**config.mk**
```make
export PLATFORM = sky130hd
export DESIGN_NAME = parity_stream_gen_flat
export DESIGN_NICKNAME = d
export VERILOG_FILES = /design/src/rtl/parity_stream_gen_pkg.sv /design/src/rtl/parity_stream_gen_if.sv /design/src/rtl/parity_stream_gen_word.sv /design/src/rtl/parity_stream_gen.sv /design/src/flat_wrapper.sv
export SDC_FILE = /design/constraint.sdc
export NUM_CORES = 1
export LEC_CHECK = 0
export ABC_AREA = 1
export ABC_CLOCK_PERIOD_IN_PS = 4240
export BUFFER_PORTS_ARGS = -buffer_cell sky130_fd_sc_hd__buf_2
export CORE_UTILIZATION = 58
export DETAILED_ROUTE_END_ITERATION = 16
export GPL_TIMING_DRIVEN = 0
export HOLD_SLACK_MARGIN = 0.1
export PLACE_DENSITY_LB_ADDON = 0.05
export SLEW_MARGIN = 20
export SYNTH_ARGS = -nofsm -noshare
export SYNTH_HDL_FRONTEND = slang
export SYNTH_SLANG_ARGS = --single-unit
```
**constraint.sdc**
```tcl
create_clock -name clk -period 4.24 [get_ports clk]
set_clock_uncertainty 0.05 [all_clocks]
set_input_delay 0.636 -clock clk [delete_from_list [all_inputs] [get_ports clk]]
set_output_delay 0.636 -clock clk [all_outputs]
set_load 0.005 [all_outputs]
```
**src/rtl/parity_stream_gen_pkg.sv**
```systemverilog
// Shared parity definitions for the parity stream datapath.
// Contents:
//   par_mode_e  - parity mode (PAR_EVEN / PAR_ODD)
//   PAR_MAX_W   - widest word the parity helper accepts
//   word_parity - reduction XOR of a zero-extended word, adjusted for mode
package parity_pkg;

  typedef enum logic {
    PAR_EVEN = 1'b0,
    PAR_ODD  = 1'b1
  } par_mode_e;

  localparam int unsigned PAR_MAX_W = 256;

  // Zero extension does not change the XOR, so callers widen to PAR_MAX_W.
  function automatic logic word_parity(input logic [PAR_MAX_W-1:0] data,
                                       input par_mode_e             mode);
    return (^data) ^ (mode == PAR_ODD);
  endfunction

endpackage

```
**src/rtl/parity_stream_gen_if.sv**
```systemverilog
// Valid/ready stream bundle for parity_stream_gen.
// Input side : in_valid, in_ready, in_data[WIDTH], in_par
// Output side: out_valid, out_ready, out_data[WIDTH+1] ({gen_par, data}),
//              out_par_err, out_last, out_frame_par[WIDTH]
// master = word source / downstream sink, slave = parity_stream_gen.
interface parity_stream_gen_if #(
  parameter int unsigned WIDTH = 8
);
  logic             in_valid;
  logic             in_ready;
  logic [WIDTH-1:0] in_data;
  logic             in_par;
  logic             out_valid;
  logic             out_ready;
  logic [WIDTH:0]   out_data;
  logic             out_par_err;
  logic             out_last;
  logic [WIDTH-1:0] out_frame_par;

  modport master (
    output in_valid, in_data, in_par, out_ready,
    input  in_ready, out_valid, out_data, out_par_err, out_last, out_frame_par
  );

  modport slave (
    input  in_valid, in_data, in_par, out_ready,
    output in_ready, out_valid, out_data, out_par_err, out_last, out_frame_par
  );
endinterface

```
**src/rtl/parity_stream_gen_word.sv**
```systemverilog
// parity_word: combinational parity generator/checker for one word.
// Ports:
//   data_i     - word to protect
//   mode_i     - even/odd parity mode
//   par_i      - received parity bit to check
//   gen_par_o  - generated parity bit
//   mismatch_o - par_i differs from gen_par_o
module parity_word
  import parity_pkg::*;
#(
  parameter int unsigned WIDTH = 8
) (
  input  logic [WIDTH-1:0] data_i,
  input  par_mode_e        mode_i,
  input  logic             par_i,
  output logic             gen_par_o,
  output logic             mismatch_o
);

  always_comb begin
    gen_par_o  = word_parity(PAR_MAX_W'(data_i), mode_i);
    mismatch_o = par_i ^ gen_par_o;
  end

endmodule

```
**src/rtl/parity_stream_gen.sv**
```systemverilog
// parity_stream_gen: streaming parity generator/checker with frame
// (column) parity and a saturating mismatch counter.
// Ports:
//   clk, nrst  - clock (rising edge), asynchronous active-low reset
//   odd_mode   - parity mode, sampled on the first word of each frame
//   clr_err    - synchronous clear of err_count (wins over increment)
//   bus        - stream bundle (slave side), one output register stage
//   err_count  - saturating count of parity mismatches
module parity_stream_gen
  import parity_pkg::*;
#(
  parameter int unsigned WIDTH     = 8,
  parameter int unsigned FRAME_LEN = 4,
  parameter int unsigned CNT_W     = 8
) (
  input  logic                 clk,
  input  logic                 nrst,
  input  logic                 odd_mode,
  input  logic                 clr_err,
  parity_stream_gen_if.slave   bus,
  output logic [CNT_W-1:0]     err_count
);

  localparam int unsigned      IDX_W    = (FRAME_LEN > 1) ? $clog2(FRAME_LEN) : 1;
  localparam logic [IDX_W-1:0] LAST_IDX = IDX_W'(FRAME_LEN - 1);

  logic [IDX_W-1:0] idx_q, idx_d;
  logic [WIDTH-1:0] acc_q, acc_d;
  par_mode_e        mode_q, mode_d;
  logic             ov_q, ov_d;
  logic [WIDTH:0]   od_q, od_d;
  logic             perr_q, perr_d;
  logic             last_q, last_d;
  logic [WIDTH-1:0] fp_q, fp_d;
  logic [CNT_W-1:0] err_q, err_d;

  logic             in_ready;
  logic             accept;
  par_mode_e        mode_use;
  logic             gen_par;
  logic             mismatch;
  logic [WIDTH-1:0] acc_next;

  // Mode is sampled only at frame start; later words reuse the latched mode.
  assign mode_use = (idx_q == '0) ? par_mode_e'(odd_mode) : mode_q;

  parity_word #(.WIDTH(WIDTH)) u_word (
    .data_i     (bus.in_data),
    .mode_i     (mode_use),
    .par_i      (bus.in_par),
    .gen_par_o  (gen_par),
    .mismatch_o (mismatch)
  );

  // State register
  always_ff @(posedge clk or negedge nrst) begin
    if (!nrst) begin
      idx_q  <= '0;
      acc_q  <= '0;
      mode_q <= PAR_EVEN;
      ov_q   <= 1'b0;
      od_q   <= '0;
      perr_q <= 1'b0;
      last_q <= 1'b0;
      fp_q   <= '0;
      err_q  <= '0;
    end else begin
      idx_q  <= idx_d;
      acc_q  <= acc_d;
      mode_q <= mode_d;
      ov_q   <= ov_d;
      od_q   <= od_d;
      perr_q <= perr_d;
      last_q <= last_d;
      fp_q   <= fp_d;
      err_q  <= err_d;
    end
  end

  // Next-state logic: word index FSM, accumulator, output register, counter
  always_comb begin
    idx_d    = idx_q;
    acc_d    = acc_q;
    mode_d   = mode_q;
    ov_d     = ov_q;
    od_d     = od_q;
    perr_d   = perr_q;
    last_d   = last_q;
    fp_d     = fp_q;
    err_d    = err_q;
    acc_next = acc_q ^ bus.in_data;

    if (accept) begin
      // A simultaneous transfer is covered: the new word simply replaces it.
      ov_d   = 1'b1;
      od_d   = {gen_par, bus.in_data};
      perr_d = mismatch;
      mode_d = mode_use;
      if (idx_q == LAST_IDX) begin
        last_d = 1'b1;
        fp_d   = acc_next;
        acc_d  = '0;
        idx_d  = '0;
      end else begin
        last_d = 1'b0;
        fp_d   = '0;
        acc_d  = acc_next;
        idx_d  = idx_q + IDX_W'(1);
      end
    end else if (ov_q && bus.out_ready) begin
      ov_d = 1'b0;
    end

    if (clr_err) begin
      err_d = '0;
    end else if (accept && mismatch && (err_q != '1)) begin
      err_d = err_q + CNT_W'(1);
    end
  end

  // Outputs
  always_comb begin
    in_ready          = !ov_q || bus.out_ready;
    accept            = bus.in_valid && in_ready;
    bus.in_ready      = in_ready;
    bus.out_valid     = ov_q;
    bus.out_data      = od_q;
    bus.out_par_err   = perr_q;
    bus.out_last      = last_q;
    bus.out_frame_par = fp_q;
    err_count         = err_q;
  end

endmodule

```
**src/flat_wrapper.sv**
```systemverilog
// flat-port wrapper written by rule: the top's interface ports become plain ports
module parity_stream_gen_flat import parity_pkg::*;
#(
  parameter int unsigned WIDTH     = 8,
  parameter int unsigned FRAME_LEN = 4,
  parameter int unsigned CNT_W     = 8
)
  (clk, nrst, odd_mode, clr_err, err_count, bus_in_valid, bus_in_data, bus_in_par, bus_out_ready, bus_in_ready, bus_out_valid, bus_out_data, bus_out_par_err, bus_out_last, bus_out_frame_par);
  parity_stream_gen_if #(.WIDTH(WIDTH)) bus_i ();
  input  logic clk;
  input  logic nrst;
  input  logic odd_mode;
  input  logic clr_err;
  output logic [CNT_W-1:0] err_count;
  input wire logic [$bits(bus_i.in_valid)-1:0] bus_in_valid;
  input wire logic [$bits(bus_i.in_data)-1:0] bus_in_data;
  input wire logic [$bits(bus_i.in_par)-1:0] bus_in_par;
  input wire logic [$bits(bus_i.out_ready)-1:0] bus_out_ready;
  output wire logic [$bits(bus_i.in_ready)-1:0] bus_in_ready;
  output wire logic [$bits(bus_i.out_valid)-1:0] bus_out_valid;
  output wire logic [$bits(bus_i.out_data)-1:0] bus_out_data;
  output wire logic [$bits(bus_i.out_par_err)-1:0] bus_out_par_err;
  output wire logic [$bits(bus_i.out_last)-1:0] bus_out_last;
  output wire logic [$bits(bus_i.out_frame_par)-1:0] bus_out_frame_par;
  assign bus_i.in_valid = bus_in_valid;
  assign bus_i.in_data = bus_in_data;
  assign bus_i.in_par = bus_in_par;
  assign bus_i.out_ready = bus_out_ready;
  assign bus_in_ready = bus_i.in_ready;
  assign bus_out_valid = bus_i.out_valid;
  assign bus_out_data = bus_i.out_data;
  assign bus_out_par_err = bus_i.out_par_err;
  assign bus_out_last = bus_i.out_last;
  assign bus_out_frame_par = bus_i.out_frame_par;
  parity_stream_gen #(.WIDTH(WIDTH), .FRAME_LEN(FRAME_LEN), .CNT_W(CNT_W)) u_core (.clk(clk), .nrst(nrst), .odd_mode(odd_mode), .clr_err(clr_err), .bus(bus_i), .err_count(err_count));
endmodule
```
==> impl_metrics.json, run 1 <==
{
  "grt_max_degree": 40,
  "cts_buffers": 5,
  "drtPass1Iterations": 4,
  "drc_errors": 0,
  "cpPeakStageDelay_ns": 0.43,
  "leakage_nw": 1.26,
  "area_growth_pct": 16.2,
  "clock_latency_ns": 0.34,
  "htree_num_levels": 2,
  "ys.flop_type": "dfrtp_1",
  "core_um2": 3150,
  "synth.area.top_cells": "dfrtp_1, nand2_1, o21ai_0",
  "grt_pass1_wl_um": 6560,
  "cpMaxStageDelayCell": "dfrtp_1",
  "ant_nets": 0,
  "yosysWarnings": 0,
  "syn_inst": 225,
  "outcome": "finished, final reports clean",
  "path_cells": "inv_1, ha_1, inv_1, nand2_1, nand2_1, and2_4, nor2_8, inv_2, nand2_4, nand2_1, nand2_2, nand4_4, nand3_1, nand2_1",
  "synth-seq-cells": 39,
  "p_comb_frac": 0.342,
  "hold_buffers": 0,
  "slew_viol_final": 0,
  "cts_resized": 0,
  "syn-cell-area_um2": 2000,
  "relSlewSlack": 0.429,
  "ir_drop_mv": 0.244,
  "rsz0062_at_grt": "no",
  "synthArstFlopShare": 1.00,
  "cp_max_fo": 8,
  "cts.clk_slew.worst_paths_ns": 0.12,
  "routed_wl_um": 3890,
  "die_area_um2": 3680,
  "vias": 1610,
  "yosysSeqAreaShare": 0.489,
  "power.share.switching": 0.361,
  "fmax_ghz": 0.522,
  "worst_ep_required_time_ns": 4.42,
  "cts_setup_buffers": 0,
  "cts_sinks": 39,
  "startpoint": "u_core.idx_q[0]",
  "die_w_um": 60.7,
  "viasPerCell": 5.03,
  "dp_hpwl_um": 2950,
  "io_buffers": 43,
  "yosys.area.top_type": "dfrtp_1",
  "crit_buf_inv": 3,
  "setup_viol": 0,
  "grt_antenna_before_repair": 0,
  "p_per_area_nw_per_um2": 462,
  "cts_buffer_depth": 2,
  "yosys.area_share.adder": 0.0188,
  "die_height_um": 60.7,
  "io_pins": 44,
  "cp.arrival_ns": 2.09,
  "drv_cap": 0,
  "final_layout_size_suffix_gt1_frac": 0.268,
  "cts_root_buf": "clkbuf_4",
  "globalRouteOverflowTotal": 0,
  "fp-row-count": 20,
  "cpMostUsedCell": "nand2_1",
  "p_sw_w": 0.000388,
  "synth-simple-area-share": 0.293,
  "syn_nets": 243,
  "grt_usage": 0.244,
  "synth-xor-area-share": 0.0608,
  "timing.rr.start": "u_core.idx_q[0]",
  "synth_common_cells": "nand2_1, dfrtp_1, o21ai_0",
  "avgSynthCellArea_um2": 8.88,
  "fin_cells": 320,
  "netlist-cell-type-count": 29,
  "finalHoldViolCount": 0,
  "gp_congestion": 0.769,
  "num_antenna_cells": 0,
  "synth-edff-count": 0,
  "worst_slew_pin_slew_ns": 0.857,
  "cp-end-kind": "register",
  "fin_crit_sh": 0.451,
  "first_iter_violations": 73,
  "hold_slack_ns": 0.341,
  "fin_crit_ns": 1.91,
  "synth_top_family_by_area": "simple AND/OR/NAND/NOR gates",
  "path_delay_family": "simple AND/OR/NAND/NOR gates",
  "fin_setup_tns_ns": 0,
  "wl_per_cell_um": 12.2,
  "dp_cells": 312,
  "synth_top_cell_area_share": 0.489,
  "finalNetCount": 293,
  "startpoint_type": "register",
  "hold_class": "input pin to async pin",
  "crit_type": "register to register",
  "p_seq_frac": 0.485,
  "clkPwrFrac": 0.173,
  "synth_most_common_cell": "nand2_1",
  "synth-compound-area-share": 0.0808,
  "cts_tree": "built",
  "p_int_w": 0.000685,
  "grt_pass1_vias": 1461,
  "synth_mux_area_frac": 0,
  "initial_utilization": 0.633
}
-- sequential cells by signal, indices dropped and copies added (netlist names) --
register	count
u_core.mode_q	1
u_core.bus.out_last	1
u_core.acc_q	8
u_core.bus.out_frame_par	8
u_core.bus.out_par_err	1
u_core.bus.out_data	9
u_core.err_count	8
u_core.idx_q	2
u_core.bus.out_valid	1
-- area by class of cell --
| class | count | area (µm²) |
|---|---|---|
| well taps | 44 | 55.1 |
| clock buffers | 6 | 41.3 |
| clock inverters | 2 | 12.5 |
| repair buffers | 43 | 215 |
| plain buffers | 6 | 25.0 |
| flip-flops and latches | 39 | 976 |
| inverters | 24 | 91.3 |
| multi-input cells | 156 | 905 |
| fillers | 260 | 832 |
-- logic make-up after synthesis --
family,count (synthesis)
AND/OR/NAND/NOR,111
flip-flops,39
buffers and inverters,30
AO/OA/AOI/OAI,29
XOR/XNOR,13
adder cells (fa/ha/maj),3
-- stage by stage --
step	setup slack (ns)	cell area (µm²)	total power (W)	util
2_1_floorplan	2.52	2000	0.000781	-
3_5_place_dp	2.21	2270	0.000899	0.719
6_report	2.33	2320	0.00107	0.736
5_1_grt	2.16	2320	0.00115	0.736
3_3_place_gp	2.27	2270	0.000880	0.719
4_1_cts	2.32	2320	0.00108	0.736
-- worst reg2reg max path, cell delays in order, from the launching register on --
cell and delay (ns):
dfrtp_1 0.43, inv_1 0.08, ha_1 0.16, inv_1 0.05, nand2_1 0.07, nand2_1 0.09, and2_4 0.19, nor2_8 0.10
inv_2 0.05, nand2_4 0.09, nand2_1 0.07, nand2_2 0.07, nand4_4 0.13, nand3_1 0.12, nand2_1 0.06
-- per-layer routing --
metal  vias to the layer above  GRT usage  wire length (µm)  share of wire
li1                        824          -                 -              -
met1                       741      0.324              1820           0.47
met2                        38      0.407              1880           0.48
met3                         7     0.0490               142          0.037
met4                         0     0.0747                46          0.012
met5                         -          0                 0              0
-- cell usage in the layout, fill, tap and decap left out, drive strengths merged --
cell type	instances
a21oi	2
a31oi	2
and2	1
buf	45
clkbuf	10
clkinv	2
clkinvlp	1
dfrtp	39
ha	3
inv	23
nand2	74
nand3	16
nand4	8
nor2	11
o21ai	24
o21bai	1
or2	1
xnor2	10
xor2	3
-- power groups by stage --
stage | Clock [W] | Sequential (W) | Combinational [W]
floorplan | 0 | 0.000526 | 0.000255
global placement | 0 | 0.000525 | 0.000355
detailed placement | 0 | 0.000529 | 0.000370
CTS | 0.000188 | 0.000521 | 0.000372
global route | 0.000205 | 0.000531 | 0.000419
finish | 0.000185 | 0.000521 | 0.000367
-- final timing paths --
| kind | endpoint | slack (ns) | cells past startpoint |
|---|---|---|---|
| hold reg to reg | u_core.bus.out_data[0] | 0.44 | 2 |
| min in group clk | u_core.bus.out_data[0] | 0.44 | 2 |
| hold / removal | u_core.bus.out_valid | 0.34 | 1 |
| setup reg to reg | u_core.err_count[5] | 2.33 | 14 |
| setup / recovery | u_core.err_count[5] | 2.33 | 14 |
| max in group asynchronous | u_core.err_count[7] | 3.25 | 1 |
Power figures use the tool's default switching activity.
==> run 2, diff against run 1 <==
ABC_CLOCK_PERIOD_IN_PS = 1900   (was 4240)
CORE_UTILIZATION = 53   (was 58)
clock period = 1.9 ns   (was 4.24 ns; I/O delays follow)
==> run 2 against run 1 <==
Effect of this change: core utilization down 1.7 points; clock-buffer cell count decreased by 1; register-to-register slack worse by 2.3 ns; worst hold slack got worse by 0.14 ns; clock power grew to 3.7 times the previous value; sequential power increased by 120%; die area rose by 9.1%; cell count grew 2.5%; global-route usage is 2.4 points lower; critical endpoint unchanged.
==> impl_metrics.json, run 2 (synthesized netlist as in run 1, its figures left out) <==
{
  "outcome": "finished, final reports clean",
  "die_area_um2": 4020,
  "grt_pass1_vias": 1606,
  "first_iter_violations": 80,
  "path_cells": "inv_1, ha_2, inv_2, nand2_2, nand2_2, and2_4, nor2_8, inv_2, nand2_4, nand2_2, nand2_2, nand4_4, nand3_1, nand2_1",
  "mostFrequentLayoutCells": "nand2_1, buf_2, dfrtp_1",
  "ant_nets": 0,
  "die_w_um": 63.4,
  "num_antenna_cells": 0,
  "final_common_cell": "nand2_1",
  "dp_hpwl_um": 2870,
  "cts_sinks": 39,
  "cpMaxStageDelayCell": "dfrtp_1",
  "finalHoldViolCount": 0,
  "clock_latency_ns": 0.29,
  "cts_buffer_depth": 2,
  "gp_congestion": 0.801,
  "slew_viol_final": 0,
  "area_growth_pct": 24.9,
  "drtPass1Iterations": 4,
  "leakage_nw": 1.32,
  "cts_root_buf": "clkbuf_8",
  "initial_utilization": 0.576,
  "grt_usage": 0.220,
  "fp-row-count": 21,
  "cp-end-kind": "register",
  "rsz0062_at_grt": "yes",
  "cpMostUsedCell": "nand2_2",
  "vias": 1640,
  "routed_wl_um": 3970,
  "startpoint_type": "register",
  "cp_max_fo": 8,
  "core_um2": 3470,
  "io_pins": 44,
  "drv_cap": 0,
  "grt_max_degree": 40,
  "cts.clk_slew.worst_paths_ns": 0.08,
  "fmax_ghz": 0.529,
  "setup_ws_ns": 0.00852,
  "htree_num_levels": 2,
  "grt_antenna_before_repair": 0,
  "fin_crit_sh": 0.996,
  "ir_drop_mv": 0.790,
  "fillers": 254,
  "r2r_slack_ns": 0.009,
  "fin_crit_ns": 1.89,
  "dp_slack_ns": 0.0233,
  "crit_type": "register to register",
  "hold_class": "input pin to register",
  "die_height_um": 63.4,
  "globalRouteOverflowTotal": 0,
  "wl_per_cell_um": 12.1,
  "fin_util": 0.719,
  "cts_tree": "built",
  "dp_cells": 314,
  "cpPeakStageDelay_ns": 0.41,
  "final_layout_size_suffix_gt1_frac": 0.333,
  "finalNetCount": 299,
  "setup_viol": 0,
  "io_buffers": 43,
  "viasPerCell": 5.00,
  "worst_slew_pin_slew_ns": 0.837,
  "cts_buffers": 5,
  "drc_errors": 0,
  "fin_cells": 328,
  "grt_pass1_wl_um": 6840,
  "largest_register_ffs": 9,
  "worst_ep_required_time_ns": 2.02,
  "cp.arrival_ns": 2.02,
  "p_per_area_nw_per_um2": 1110,
  "relSlewSlack": 0.442
}
run 2: repair_timing:
item                       CTS  global route
setup endpoints to repair    0             8
hold endpoints to repair    39             0
buffers inserted             0             5
gates resized for setup      0            17
hold buffers                 1             0
run 2: metrics by stage:
stage	power [W]	TNS [ns]	hold WS (ns)	area (µm²)
5_1_grt	0.00298	-1.24	0.212	2490
3_3_place_gp	0.00197	0	0.389	2270
6_report	0.00277	0	0.204	2490
2_1_floorplan	0.00174	0	-0.0606	2000
4_1_cts	0.00268	0	0.194	2390
3_5_place_dp	0.00199	0	0.390	2270
run 2: path summary, 6_finish.rpt:
check,startpoint,to,cells after the start
min in group asynchronous,nrst,u_core.bus.out_data[3],2
setup reg to reg,u_core.idx_q[0],u_core.err_count[5],14
setup / recovery,u_core.idx_q[0],u_core.err_count[5],14
max in group asynchronous,nrst,u_core.err_count[4],2
hold / removal,bus_in_data[6],u_core.bus.out_data[6],3
hold reg to reg,u_core.bus.out_data[2],u_core.bus.out_data[2],2
run 2: final cells by class:
cell class | count | area, µm² | area share
timing repair buffer | 49 | 270 | 0.108
clock buffer | 5 | 68.8 | 0.0276
buffer | 6 | 25.0 | 0.0100
clock inverter | 3 | 43.8 | 0.0176
inverter | 24 | 91.3 | 0.0366
sequential | 39 | 976 | 0.391
tap | 46 | 57.6 | 0.0231
multi-input combinational | 156 | 961 | 0.385
run 2: critical path, delay by kind of cell (launching register included):
family	cells	cell delay, ns
adders and majority gates	1	0.18
DFF	1	0.41
and+or+nand+nor	10	0.99
buffers and inverters	3	0.16
run 2: power by group:
group | leakage (nW) | internal (W) | total, W | switching (W)
Clock | 0.0581 | 0.000391 | 0.000679 | 0.000288
Sequential | 0.502 | 0.00104 | 0.00117 | 0.000132
Combinational | 0.761 | 0.000425 | 0.000927 | 0.000501
run 2: metal layers:
layer,track usage,wire length [µm],vias up
met1,0.285,1920,768
met4,0.0852,51,0
met3,0.0417,131,5
li1,-,-,833
met2,0.362,1870,34
met5,0,0,-
==> run 3, diff against run 2 <==
CORE_ASPECT_RATIO = 1.75   (was not set)
==> run 3 against run 2 <==
Effect of this change: die area increased by 0.25%; non-clock buffer count fell by 2; worst setup slack better by 0.062 ns; critical path depth is 1 lower; sequential power about the same; clock power decreased by 27%; wire length rose by 5.8%; global-route usage grew 1.3 points; sequential cell count unchanged; largest cell class unchanged.
==> impl_metrics.json, run 3 (synthesized netlist as in run 1, its figures left out) <==
{
  "num_antenna_cells": 0,
  "cts_buffer_depth": 2,
  "cts_root_buf": "clkbuf_8",
  "whs_endpoint": "u_core.bus.out_valid",
  "r2r_slack_ns": 0.07,
  "rsz0062_at_grt": "yes",
  "worst_slew_pin_slew_ns": 0.866,
  "viasPerCell": 4.98,
  "area_growth_pct": 20.8,
  "finalPower_w": 0.00263,
  "first_iter_violations": 23,
  "dp_hpwl_um": 3190,
  "postPlaceCellArea_um2": 2270,
  "die_height_um": 83.2,
  "die_w_um": 48.4,
  "drc_errors": 0,
  "crit_type": "register to register",
  "die_area_um2": 4030,
  "final_cell_area_um2": 2410,
  "cts.clk_slew.worst_paths_ns": 0.07,
  "cts_sinks": 39,
  "grt_max_degree": 40,
  "grt_pass1_vias": 1656,
  "fp-row-count": 29,
  "final_common_cell": "nand2_1",
  "grt_antenna_before_repair": 0,
  "timing.rr.start": "u_core.idx_q[0]",
  "setup_viol": 0,
  "drtPass1Iterations": 3,
  "finalHoldViolCount": 0,
  "vias": 1613,
  "final_layout_size_suffix_gt1_frac": 0.295,
  "outcome": "finished, final reports clean",
  "globalRouteOverflowTotal": 0,
  "startpoint_type": "register",
  "io_pins": 44,
  "finalNetCount": 297,
  "largest_register_ffs": 9,
  "cts_buffers": 5,
  "fin_crit_sh": 0.963,
  "cp-end-kind": "register",
  "grt_pass1_wl_um": 7190,
  "fmax_ghz": 0.547,
  "relSlewSlack": 0.423,
  "hold_path_depth": 4,
  "initial_utilization": 0.550,
  "ant_nets": 0,
  "clock_latency_ns": 0.28,
  "leakage_nw": 1.29,
  "worst_ep_required_time_ns": 2.07,
  "r2r_cells": 13,
  "ir_drop_mv": 0.720,
  "cp.arrival_ns": 2.00,
  "fin_crit_ns": 1.83,
  "routed_wl_um": 4200,
  "min_from": "bus_out_ready",
  "fin_util": 0.665,
  "mostFrequentLayoutCells": "nand2_1, buf_2, dfrtp_1",
  "hold_class": "input pin to register",
  "core_um2": 3630,
  "cts_tree": "built",
  "p_per_area_nw_per_um2": 1090,
  "drv_cap": 0,
  "slew_viol_final": 0,
  "io_buffers": 43,
  "wl_per_cell_um": 13.0,
  "htree_num_levels": 2,
  "fin_setup_tns_ns": 0,
  "grt_usage": 0.232,
  "rr_endpoint": "u_core.err_count[6]",
  "gp_congestion": 0.741,
  "cp_max_fo": 8
}
==> run 3: changes by cell type in the layout (fill, tap and decap cells not counted), moves of 2 or more <==
cell	change
nand3_1	+7
nand2_4	+2
inv_1	-2
nand2_2	-3
nand3_2	-7
buf_6	-2
==> run 3: worst max-delay path by stage <==
stage,slack (ns),to,start
floorplan,0.20,u_core.err_count[2],u_core.idx_q[0]
global placement,0.04,u_core.err_count[6],u_core.idx_q[0]
detailed placement,0.02,u_core.err_count[0],u_core.idx_q[0]
CTS,-0.01,u_core.err_count[0],u_core.idx_q[0]
global route,-0.06,u_core.err_count[4],u_core.idx_q[0]
finish,0.07,u_core.err_count[6],u_core.idx_q[0]
==> run 3: timing repair <==
action	CTS	global route
endpoints found under the setup margin	3	9
buffers inserted	0	3
endpoints found under the hold margin	39	0
resized for setup	0	12
cloned	0	0
pin swaps	0	11
hold buffers	1	0
==> run 3: layer usage <==
metal,GRT usage,share of wire,vias up
met5,0,0,-
met2,0.460,0.57,29
li1,-,-,818
met1,0.232,0.38,760
met4,0.0802,0.016,0
met3,0.0421,0.029,6
==> run 3: cell type report <==
class                   instances  area, µm²
plain buffers                   6       25.0
repair buffers                 47        248
fillers                       315       1220
multi-input cells             156        940
well taps                      46       57.6
inverters                      24       93.8
clock buffers                   6       72.6
flip-flops and latches         39        976
==> run 3: through the flow <==
stage	std cells	hold slack [ns]	setup slack, ns
2_1_floorplan	225	-0.0606	0.198
3_3_place_gp	314	0.396	0.0430
3_5_place_dp	314	0.396	0.0177
4_1_cts	321	0.220	-0.0118
5_1_grt	324	0.238	-0.0589
6_report	324	0.240	0.0703
==> run 3: report_power, final <==
group          total [W]  internal, W  switching (W)
logic           0.000953     0.000427       0.000525
registers        0.00118      0.00104       0.000143
clock network   0.000499     0.000244       0.000255
==> run 3: worst max-delay path: stages, from the launching register on <==
cell and delay (ns):
dfrtp_1 0.42, inv_2 0.10, ha_4 0.15, inv_4 0.03, nand2_4 0.06, nand2_4 0.05, and2_4 0.15, nor2_8 0.10
nand3_4 0.11, nand3_4 0.11, nand2_4 0.08, nor2_8 0.17, nand4_1 0.11, nand2_1 0.08
